### config.mk
export PLATFORM = sky130hd
export DESIGN_NAME = intr_arbiter
export DESIGN_NICKNAME = d
export VERILOG_FILES = /design/src/rtl/intr_arbiter_pkg.sv /design/src/rtl/intr_arbiter_src_latch.sv /design/src/rtl/intr_arbiter.sv
export SDC_FILE = /design/constraint.sdc
export NUM_CORES = 1
export LEC_CHECK = 0
export CORE_ASPECT_RATIO = 1.5
export CORE_MARGIN = 5
export CORE_UTILIZATION = 54
export CTS_CLUSTER_DIAMETER = 100
export DETAILED_ROUTE_END_ITERATION = 8
export GPL_TIMING_DRIVEN = 0
export PLACE_DENSITY = 0.85
export SLEW_MARGIN = 20
export SYNTH_ARGS = -nofsm -noshare
export SYNTH_HDL_FRONTEND = slang
export SYNTH_SLANG_ARGS = --single-unit
### constraint.sdc
create_clock -name clk -period 6.25 [get_ports clk]
set_input_delay 1.25 -clock clk [delete_from_list [all_inputs] [get_ports clk]]
set_output_delay 1.25 -clock clk [all_outputs]
set_load 0.02 [all_outputs]
### src/rtl/intr_arbiter_pkg.sv
// lib_intr: shared types and helpers for the interrupt arbiter slice.
//
// Contents:
//   intr_state_t  - grant FSM states (IDLE, PRESENT, RELEASE)
//   rr_pick_t     - result of a round-robin search {found, index}
//   rr_pick()     - finds the first eligible source scanning upward from a
//                   pointer, wrapping at n_src
//
// The helper is written against a fixed maximum of 16 sources, so one
// function body serves every arbiter size. Callers zero-extend their vectors
// to MAX_SRC / MAX_IDW bits before the call.
package lib_intr;

    localparam int MAX_SRC = 16;
    localparam int MAX_IDW = 4;

    typedef enum logic [1:0] {
        IDLE    = 2'd0,
        PRESENT = 2'd1,
        RELEASE = 2'd2
    } intr_state_t;

    typedef struct packed {
        logic               found;
        logic [MAX_IDW-1:0] index;
    } rr_pick_t;

    // Scan eligible starting at ptr, wrapping at n_src. Only the first
    // n_src positions of the scan are considered, so the bits above n_src-1
    // in eligible are never looked at.
    function automatic rr_pick_t rr_pick(
        input logic [MAX_SRC-1:0] eligible,
        input logic [MAX_IDW-1:0] ptr,
        input logic [MAX_IDW:0]   n_src
    );
        rr_pick_t         res;
        logic [MAX_IDW:0] idx;
        res.found = 1'b0;
        res.index = '0;
        for (int k = 0; k < MAX_SRC; k++) begin
            idx = {1'b0, ptr} + 5'(k);
            if (idx >= n_src) begin
                idx = idx - n_src;
            end
            if ((5'(k) < n_src) && !res.found && eligible[idx[MAX_IDW-1:0]]) begin
                res.found = 1'b1;
                res.index = idx[MAX_IDW-1:0];
            end
        end
        return res;
    endfunction

endpackage

### src/rtl/intr_arbiter_src_latch.sv
// intr_src_latch: per-source event latch for the interrupt arbiter.
//
// Ports:
//   clk, reset  - clock, synchronous active-high reset
//   req         - single-cycle event strobe from the peripheral
//   data        - payload, valid while req=1
//   clr         - arbiter has consumed this source's pending event
//   ovf_clr     - clears the sticky overflow flag
//   pend        - an event is waiting to be granted
//   data_buf    - payload of the waiting event
//   ovf         - sticky: an event arrived while one was already waiting
module intr_src_latch #(
    parameter int DW = 8
) (
    input  logic          clk,
    input  logic          reset,
    input  logic          req,
    input  logic [DW-1:0] data,
    input  logic          clr,
    input  logic          ovf_clr,
    output logic          pend,
    output logic [DW-1:0] data_buf,
    output logic          ovf
);

    // Pending/payload latch. The first event wins while one is waiting, but a
    // new event landing in the same cycle as the clear simply replaces the
    // consumed one (set wins over clear). An event that gets dropped raises
    // ovf, and that set also beats a simultaneous ovf_clr.
    always_ff @(posedge clk) begin
        if (reset) begin
            pend     <= 1'b0;
            data_buf <= '0;
            ovf      <= 1'b0;
        end else begin
            if (req && (!pend || clr)) begin
                pend     <= 1'b1;
                data_buf <= data;
            end else if (clr) begin
                pend     <= 1'b0;
            end

            if (req && pend && !clr) begin
                ovf <= 1'b1;
            end else if (ovf_clr) begin
                ovf <= 1'b0;
            end
        end
    end

endmodule

### src/rtl/intr_arbiter.sv
// intr_arbiter: shares the CPU's single interrupt input among N_SRC
// byte-producing peripherals, granting pending events round-robin.
//
// Ports:
//   clk, reset  - clock, synchronous active-high reset
//   src_req     - per-source event strobes
//   src_data    - per-source payloads, source i at [i*DW +: DW]
//   src_en      - per-source grant enables (masked sources still latch)
//   irr         - interrupt request to the CPU
//   ack         - CPU acknowledge (level, may stay high for many cycles)
//   r_data      - payload of the granted source, stable while irr=1
//   irq_id      - index of the granted source, stable while irr=1
//   ovf         - sticky per-source overflow flags
//   ovf_clr     - clears the matching ovf bits
module intr_arbiter
    import lib_intr::*;
#(
    parameter int N_SRC = 4,
    parameter int DW    = 8,
    parameter int IDW   = $clog2(N_SRC)
) (
    input  logic                clk,
    input  logic                reset,
    input  logic [N_SRC-1:0]    src_req,
    input  logic [N_SRC*DW-1:0] src_data,
    input  logic [N_SRC-1:0]    src_en,
    output logic                irr,
    input  logic                ack,
    output logic [DW-1:0]       r_data,
    output logic [IDW-1:0]      irq_id,
    output logic [N_SRC-1:0]    ovf,
    input  logic [N_SRC-1:0]    ovf_clr
);

    localparam logic [IDW-1:0] LAST_ID = IDW'(N_SRC - 1);

    intr_state_t      state, state_next;
    logic [IDW-1:0]   rr_ptr, rr_ptr_next;
    logic             irr_next;
    logic [IDW-1:0]   irq_id_next;
    logic [DW-1:0]    r_data_next;
    logic [N_SRC-1:0] pend;
    logic [N_SRC-1:0] clr;
    logic [DW-1:0]    data_buf [N_SRC];
    rr_pick_t         pick;
    logic [IDW-1:0]   pick_id;

    genvar gi;
    generate
        for (gi = 0; gi < N_SRC; gi++) begin : g_src
            intr_src_latch #(.DW(DW)) u_latch (
                .clk      (clk),
                .reset    (reset),
                .req      (src_req[gi]),
                .data     (src_data[gi*DW +: DW]),
                .clr      (clr[gi]),
                .ovf_clr  (ovf_clr[gi]),
                .pend     (pend[gi]),
                .data_buf (data_buf[gi]),
                .ovf      (ovf[gi])
            );
        end
    endgenerate

    // Round-robin candidate among pending, enabled sources. Only consulted
    // in IDLE, so enable changes never revoke a grant already presented.
    always_comb begin
        pick    = rr_pick(MAX_SRC'(pend & src_en), MAX_IDW'(rr_ptr), 5'(N_SRC));
        pick_id = IDW'(pick.index);
    end

    // Grant FSM. PRESENT holds irr/irq_id/r_data until ack; the pending bit is
    // cleared on that ack cycle. RELEASE then waits for ack to drop so a long
    // ack cannot also swallow the next grant.
    always_comb begin
        state_next  = state;
        irr_next    = irr;
        irq_id_next = irq_id;
        r_data_next = r_data;
        rr_ptr_next = rr_ptr;
        clr         = '0;
        case (state)
            IDLE: begin
                if (pick.found) begin
                    irr_next    = 1'b1;
                    irq_id_next = pick_id;
                    r_data_next = data_buf[pick_id];
                    state_next  = PRESENT;
                end
            end
            PRESENT: begin
                if (ack) begin
                    clr[irq_id] = 1'b1;
                    irr_next    = 1'b0;
                    rr_ptr_next = (irq_id == LAST_ID) ? '0 : irq_id + IDW'(1);
                    state_next  = RELEASE;
                end
            end
            RELEASE: begin
                if (!ack) begin
                    state_next = IDLE;
                end
            end
            default: begin
                state_next = IDLE;
            end
        endcase
    end

    // State and output registers; reset drops any grant in flight.
    always_ff @(posedge clk) begin
        if (reset) begin
            state  <= IDLE;
            rr_ptr <= '0;
            irr    <= 1'b0;
            irq_id <= '0;
            r_data <= '0;
        end else begin
            state  <= state_next;
            rr_ptr <= rr_ptr_next;
            irr    <= irr_next;
            irq_id <= irq_id_next;
            r_data <= r_data_next;
        end
    end

endmodule
After elaboration in Yosys (flattened, before gate mapping)
Cells that the tools add are included.
{"block": "classes", "n_addsub": 8, "eq_ne": 6, "n_bitwise": 2, "n_mux": 47, "reduce_logical": 45, "order_cmp": 11}
{"cell": "2-to-1 mux 4 bit", "n": 6}
{"cell": "2-to-1 mux 1 bit", "n": 23}
{"cell": "less-than comparator 4 x 5 -> 1 bit (second input constant)", "n": 4}
{"cell": "2-to-1 mux 5 bit", "n": 4}
{"cell": "nonzero test 2 bit", "n": 9}
{"cell": "binary-select mux 1 bit (select 4 bit)", "n": 4}
{"cell": "binary-select mux 8 bit (select 2 bit)", "n": 1}
{"cell": "logical AND 1 bit", "n": 16}
{"cell": "2-to-1 mux 8 bit", "n": 2}
{"cell": ">= comparator 3 bit (second input constant)", "n": 4}
{"cell": "subtractor 3 x 3 -> 4 bit (second input constant)", "n": 3}
{"cell": "logical NOT 1 bit", "n": 11}
{"cell": "2-to-1 mux 2 bit", "n": 4}
{"cell": "adder 2 x 2 -> 3 bit (second input constant)", "n": 2}
{"cell": "inequality test 2 bit (second input constant)", "n": 3}
{"cell": "case mux 2 bit (3 select lines)", "n": 1}
{"cell": "AND reduction 3 bit", "n": 2}
{"cell": "bitwise AND 4 bit", "n": 1}
{"cell": "== test 2 bit (second input constant)", "n": 2}
{"cell": "logical OR 1 bit", "n": 4}
{"cell": "AND reduction 2 bit", "n": 2}
{"cell": "subtractor 2 x 3 -> 4 bit (second input constant)", "n": 1}
{"cell": "adder 2 x 1 -> 3 bit (second input constant)", "n": 1}
{"cell": ">= comparator 2 x 3 -> 1 bit (second input constant)", "n": 1}
{"cell": "8 further kinds", "n": 8}
{"block": "totals", "wordCells": 136, "ff_bits": 55, "output_inout_bits": 15, "inputBits": 47}

Depth between registers and ports, before layout
{"block": "logic_depth", "depth_word": 18, "depth_mapped": 11, "depth_no_buf": 9}

Modules after synthesis
Synthesis repeated with hierarchy kept, for this count alone.
{"block": "hier_totals", "cells_unflattened": 305, "area_unflattened_um2": 3026.7}
{"mod": "intr_src_latch", "n_inst": 4, "area_each_um2": 441.7, "cells_each": 43, "seq_area_each_um2": 200.2}
{"mod": "intr_arbiter", "n_inst": 1, "area_each_um2": 1260.0, "cells_each": 133, "seq_area_each_um2": 300.3}

Least setup slack after synthesis
Ideal clock, no wire load.
{"block": "synth_timing", "path_type": "in2reg", "startpoint": "input src_en[2]", "endpoint": "register r_data[0]", "setup_slack_ns": 3.104, "setup_ns": 0.128, "t_arrival_ns": 3.018, "path_stages": 9, "n_path_buf": 2, "t_required_ns": 6.122, "cell_sequence": "and2_1 > buf_2 > mux4_2 > a21oi_1 > o21ai_1 > o21ai_4 > buf_8 > mux2i_1 > o221ai_2"}
{"block": "synth_via", "elab_chain_len": 17, "elab_cells_between_ends": 24, "cone_classes": "mux (15); bitwise (2); reduce/logical (7)"}
{"element": "from (decl)", "line_no": "intr_arbiter.sv:26", "rtl": "input logic [N_SRC-1:0] src_en,"}
{"element": "bitwise AND 4 bit *", "line_no": "intr_arbiter.sv:68", "rtl": "pick = rr_pick(MAX_SRC'(pend & src_en), MAX_IDW'(rr_ptr), 5'(N_SRC));"}
{"element": "binary-select mux 1 bit (select 4 bit)", "line_no": "intr_arbiter_pkg.sv:45", "rtl": "if ((5'(k) < n_src) && !res.found && eligible[idx[MAX_IDW-1:0]]) begin"}
{"element": "2-to-1 mux 1 bit (implied by the code)", "line_no": "intr_arbiter_pkg.sv:45"}
{"element": "2-to-1 mux 5 bit", "line_no": "intr_arbiter_pkg.sv:45"}
{"element": "logical NOT 1 bit", "line_no": "intr_arbiter_pkg.sv:45"}
{"element": "logical AND 1 bit", "line_no": "intr_arbiter_pkg.sv:45"}
{"element": "2-to-1 mux 5 bit", "line_no": "intr_arbiter_pkg.sv:45"}
{"element": "logical NOT 1 bit", "line_no": "intr_arbiter_pkg.sv:45"}
{"element": "logical AND 1 bit", "line_no": "intr_arbiter_pkg.sv:45"}
{"element": "2-to-1 mux 5 bit", "line_no": "intr_arbiter_pkg.sv:45"}
{"element": "logical NOT 1 bit", "line_no": "intr_arbiter_pkg.sv:45"}
{"element": "logical AND 1 bit", "line_no": "intr_arbiter_pkg.sv:45"}
{"element": "2-to-1 mux 5 bit *", "line_no": "intr_arbiter_pkg.sv:45"}
{"element": "inverter 2 -> 3 bit (implied by the code)", "line_no": "intr_arbiter.sv:87", "rtl": "r_data_next = data_buf[pick_id];"}
{"element": "binary-select mux 8 bit (select 2 bit)", "line_no": "intr_arbiter.sv:87"}
{"element": "2-to-1 mux 8 bit (implied by the code) (2 in series)", "line_no": "intr_arbiter.sv:87"}
{"element": "to (signal assigned)", "line_no": "intr_arbiter.sv:123", "rtl": "r_data <= r_data_next;"}
{"element": "to (decl)", "line_no": "intr_arbiter.sv:29", "rtl": "output logic [DW-1:0] r_data,"}
Every way passes the cells marked *; elsewhere a longest branch is shown, timed or not. The select of a mux whose other input is x is not followed.
A chain may end at the register's enable or synchronous reset.

Worst setup path after layout
{"block": "layout_timing", "startpoint": "input src_en[3]", "endpoint": "register r_data[4]"}
The elaborated chain is that of the path after synthesis.

==> metrics.md <==
| Metric | Value |
|---|---|
| Via Count | 2299 |
| CTS tree | done |
| Critical setup path kind | input port to flop |
| DR iter-0 viols | 126 |
| # IOs | 62 |
| Root Buffer | clkbuf_8 |
| Worst Tran Pin Value | just under 0.7 ns |
| Yosys cell types | 43 |
| Fin crit share | between 50% and 60% |
| Top cell type by total area after synthesis | dfxtp_1 |
| Post-synthesis sequential area ratio | between 40% and 50% |
| Vias per cell | 5.487 |
| Post-synthesis cell area | 0.002723 mm2 |
| CTS clk-pin slew, worst paths | 0.09 ns |
| Cell count after synthesis | 284 |
| Chip Width | 67.98 um |
| Power Density | 251.6 mW/mm2 |
| Buf/Inv on CP | 3 |
| Clk_skew | 0.005203 ns |
| Drt wl/cell | about 16 um |
| Slew Limit Fails | 0 |
| Initial Utilization | about 56% |
| Ranking of synthesized cells by area | dfxtp_1 (40%), mux2i_1 (18%), nor2_1 (7.2%) |
| Critical path startpoint category | input port |
| Met1 Use GR | 22.39% |
| Final Hold Fails | 0 |
| Site Rows | 31 |
| Core box area | 0.004848 mm2 |
| Crit Path Max Fanout | 10 |
| Post-CTS Resized | 0 |
| Vias in the first global route | 2359 |
| Most used DFF post-synth | dfxtp_1 |
| Overall routing resource usage | 21.15% |
| Max H-tree Level | 2 |
| Tmin final | 3.639 ns |
| Crit-path cells | clkdlybuf4s50_1, and2_1, clkbuf_1, mux4_2, a31oi_1, o32a_1, o21ai_4, buf_8, mux2i_1, o221ai_2 |
| Routability-driven placement congestion ratio | 0.8826 |
| Max-Cap Viols | 0 |
| Setup Buffers After CTS | 0 |
| Asr flop ratio synth | 0% |
| DIE HEIGHT | 96.97 um |
| RSZ-0062 raised after global routing | no |
| Largest net degree at the start of global routing | 16 |
| Met2 Track Usage GR | 38.11% |
| Area Growth Syn to Fin | 28.45% |
| Diode count | 0 |
| Slowest cell on crit path | clkdlybuf4s50_1 |
| Post-layout util | 72.13% |
| GR Util met3 | 3.824% |
| Post-synth EDFFs | 0 |
| Post-synth top cells | dfxtp_1 (55), nor2_1 (52), mux2i_1 (49), nand2_1 (21), a21oi_1 (13) |
| Fmax achieved | around 270 MHz |
| Post-route non-filler standard cell count | 419 |
| Full die area | 0.006591 mm2 |
| Placed Instances | 411 |
| Worst Hold Class | flop to flop |
| Initial antenna violation count | 0 |
| Fillcell total | 386 |
| Setup TNS | 0 ns |
| Post-synth top area share | 40.44% |
| Syn. warnings | 0 |
| Hold-fix buffers, CTS | 0 |
| Setup violators final | 0 |
| Synth Net Count | 338 |
| Worst EP required | about 6.4 ns |
| Status | completed |
| Port bufs | 61 |
| Routed Antenna Nets | 0 |
| # nets final | 406 |
| CP delay by family, top | buffers and inverters |
| Worst-Skew Late Latency | 0.30 ns |
| Syn Area/Cell | 9.587 um2 |
| Cts bufs inserted | 5 |
| Yosys reg bits | 55 |
| Slack of the worst reg-to-reg path | approximately 3.3 ns |
| First-pass GRT wire length | 10710 um |
| Worst path max stage delay | ~0.48 ns |
| Worst EP arrival | 3.83 ns |
| HPWL Detailed | about 5300 um |
| CTS Sinks | 55 |
| TritonRoute pass-1 iters | 4 |
| Gr busiest metal | met2 |
| Drt drc | 0 |
| Most common cell in the synthesized netlist | dfxtp_1 |
| CP Capture Type | flop |
| Rel. slew slack | between 50% and 60% |
| Congestion Overflow GR | 0 |
| Share of cells above drive strength 1 | 9.065% |
| LEAKAGE | ~0.0013 uW |
| CTS max path bufs | 2 |
| Final wirelength | 6708 um |
| VDD IR max | 0.0001856 V |
## layout make-up
type	instances	area, um2	area share (%)
sequential	55	1101	31.48
tap	66	82.58	2.361
clock inverter	1	5.005	0.1431
inverter	5	18.77	0.5367
buffer	18	103.9	2.970
multi-input combinational	206	1499	42.86
clock buffer	7	76.32	2.182
timing repair buffer	61	610.6	17.46
## layer usage
layer  up-vias  share of wire (%)
met4         0                3.7
met1      1085                 37
li1       1118                  -
met2        78                 55
met5         -                  0
met3        18                4.6
## final timing paths
kind | from | to | cells after the start
worst max-delay path | src_en[3] | r_data[4] | 10
worst min-delay path | r_data[4] | r_data[4] | 2
worst max register to register | rr_ptr[0] | r_data[4] | 9
worst min register to register | r_data[4] | r_data[4] | 2
## worst reg2reg max path: stages (launching register included)
cell	delay, ns
dfxtp_1	0.51
inv_2	0.14
ha_1	0.42
o21ai_0	0.37
a31oi_1	0.07
o32a_1	0.34
o21ai_4	0.31
buf_8	0.21
mux2i_1	0.29
o221ai_2	0.13
## power by group
group / leakage, uW / switching [uW] / internal [uW]
combinational: 0.000830 / 151 / 136
sequential: 0.000452 / 23.3 / 382
clock: 0.0000422 / 109 / 79.0
total: 0.00132 / 283 / 597
## stage by stage
stage	hold WS (ns)	total power [uW]	area, um2	worst slack (ns)
global placement	0.4494	689.4	3416	2.312
floorplan	0.4596	596.1	2723	3.104
detailed placement	0.4576	698.0	3416	2.309
CTS	0.4840	883.5	3497	2.632
finish	0.4832	879.8	3497	2.611
global route	0.4981	922.9	3497	2.474
## cells by family after synthesis
kind of cell    after synthesis  share of synthesized area, %
compound gates               46                         14.29
fa+ha+maj                     7                         3.217
mux                          52                         20.50
xor+xnor                      1                        0.3217
simple gates                100                         16.73
flops                        55                         40.44
buf+inv                      23                         4.503
## sequential cells by signal, indices dropped and copies added, names as in the netlist
register / flops
g_src.u_latch.pend: 4
rr_ptr: 2
g_src.u_latch.ovf: 4
irq_id: 2
irr: 1
g_src.u_latch.data_buf: 32
state: 2
r_data: 8
## layout by cell type (no fill, tap or decap), types with 8 or more instances in the layout
cell type,n
nor2b_1,9
clkbuf_1,12
and2_1,8
nand2_1,21
dfxtp_1,55
nor2_1,52
clkdlybuf4s50_1,61
a21oi_1,13
mux2i_1,49
Note: power is estimated with default switching activity, not from simulation.
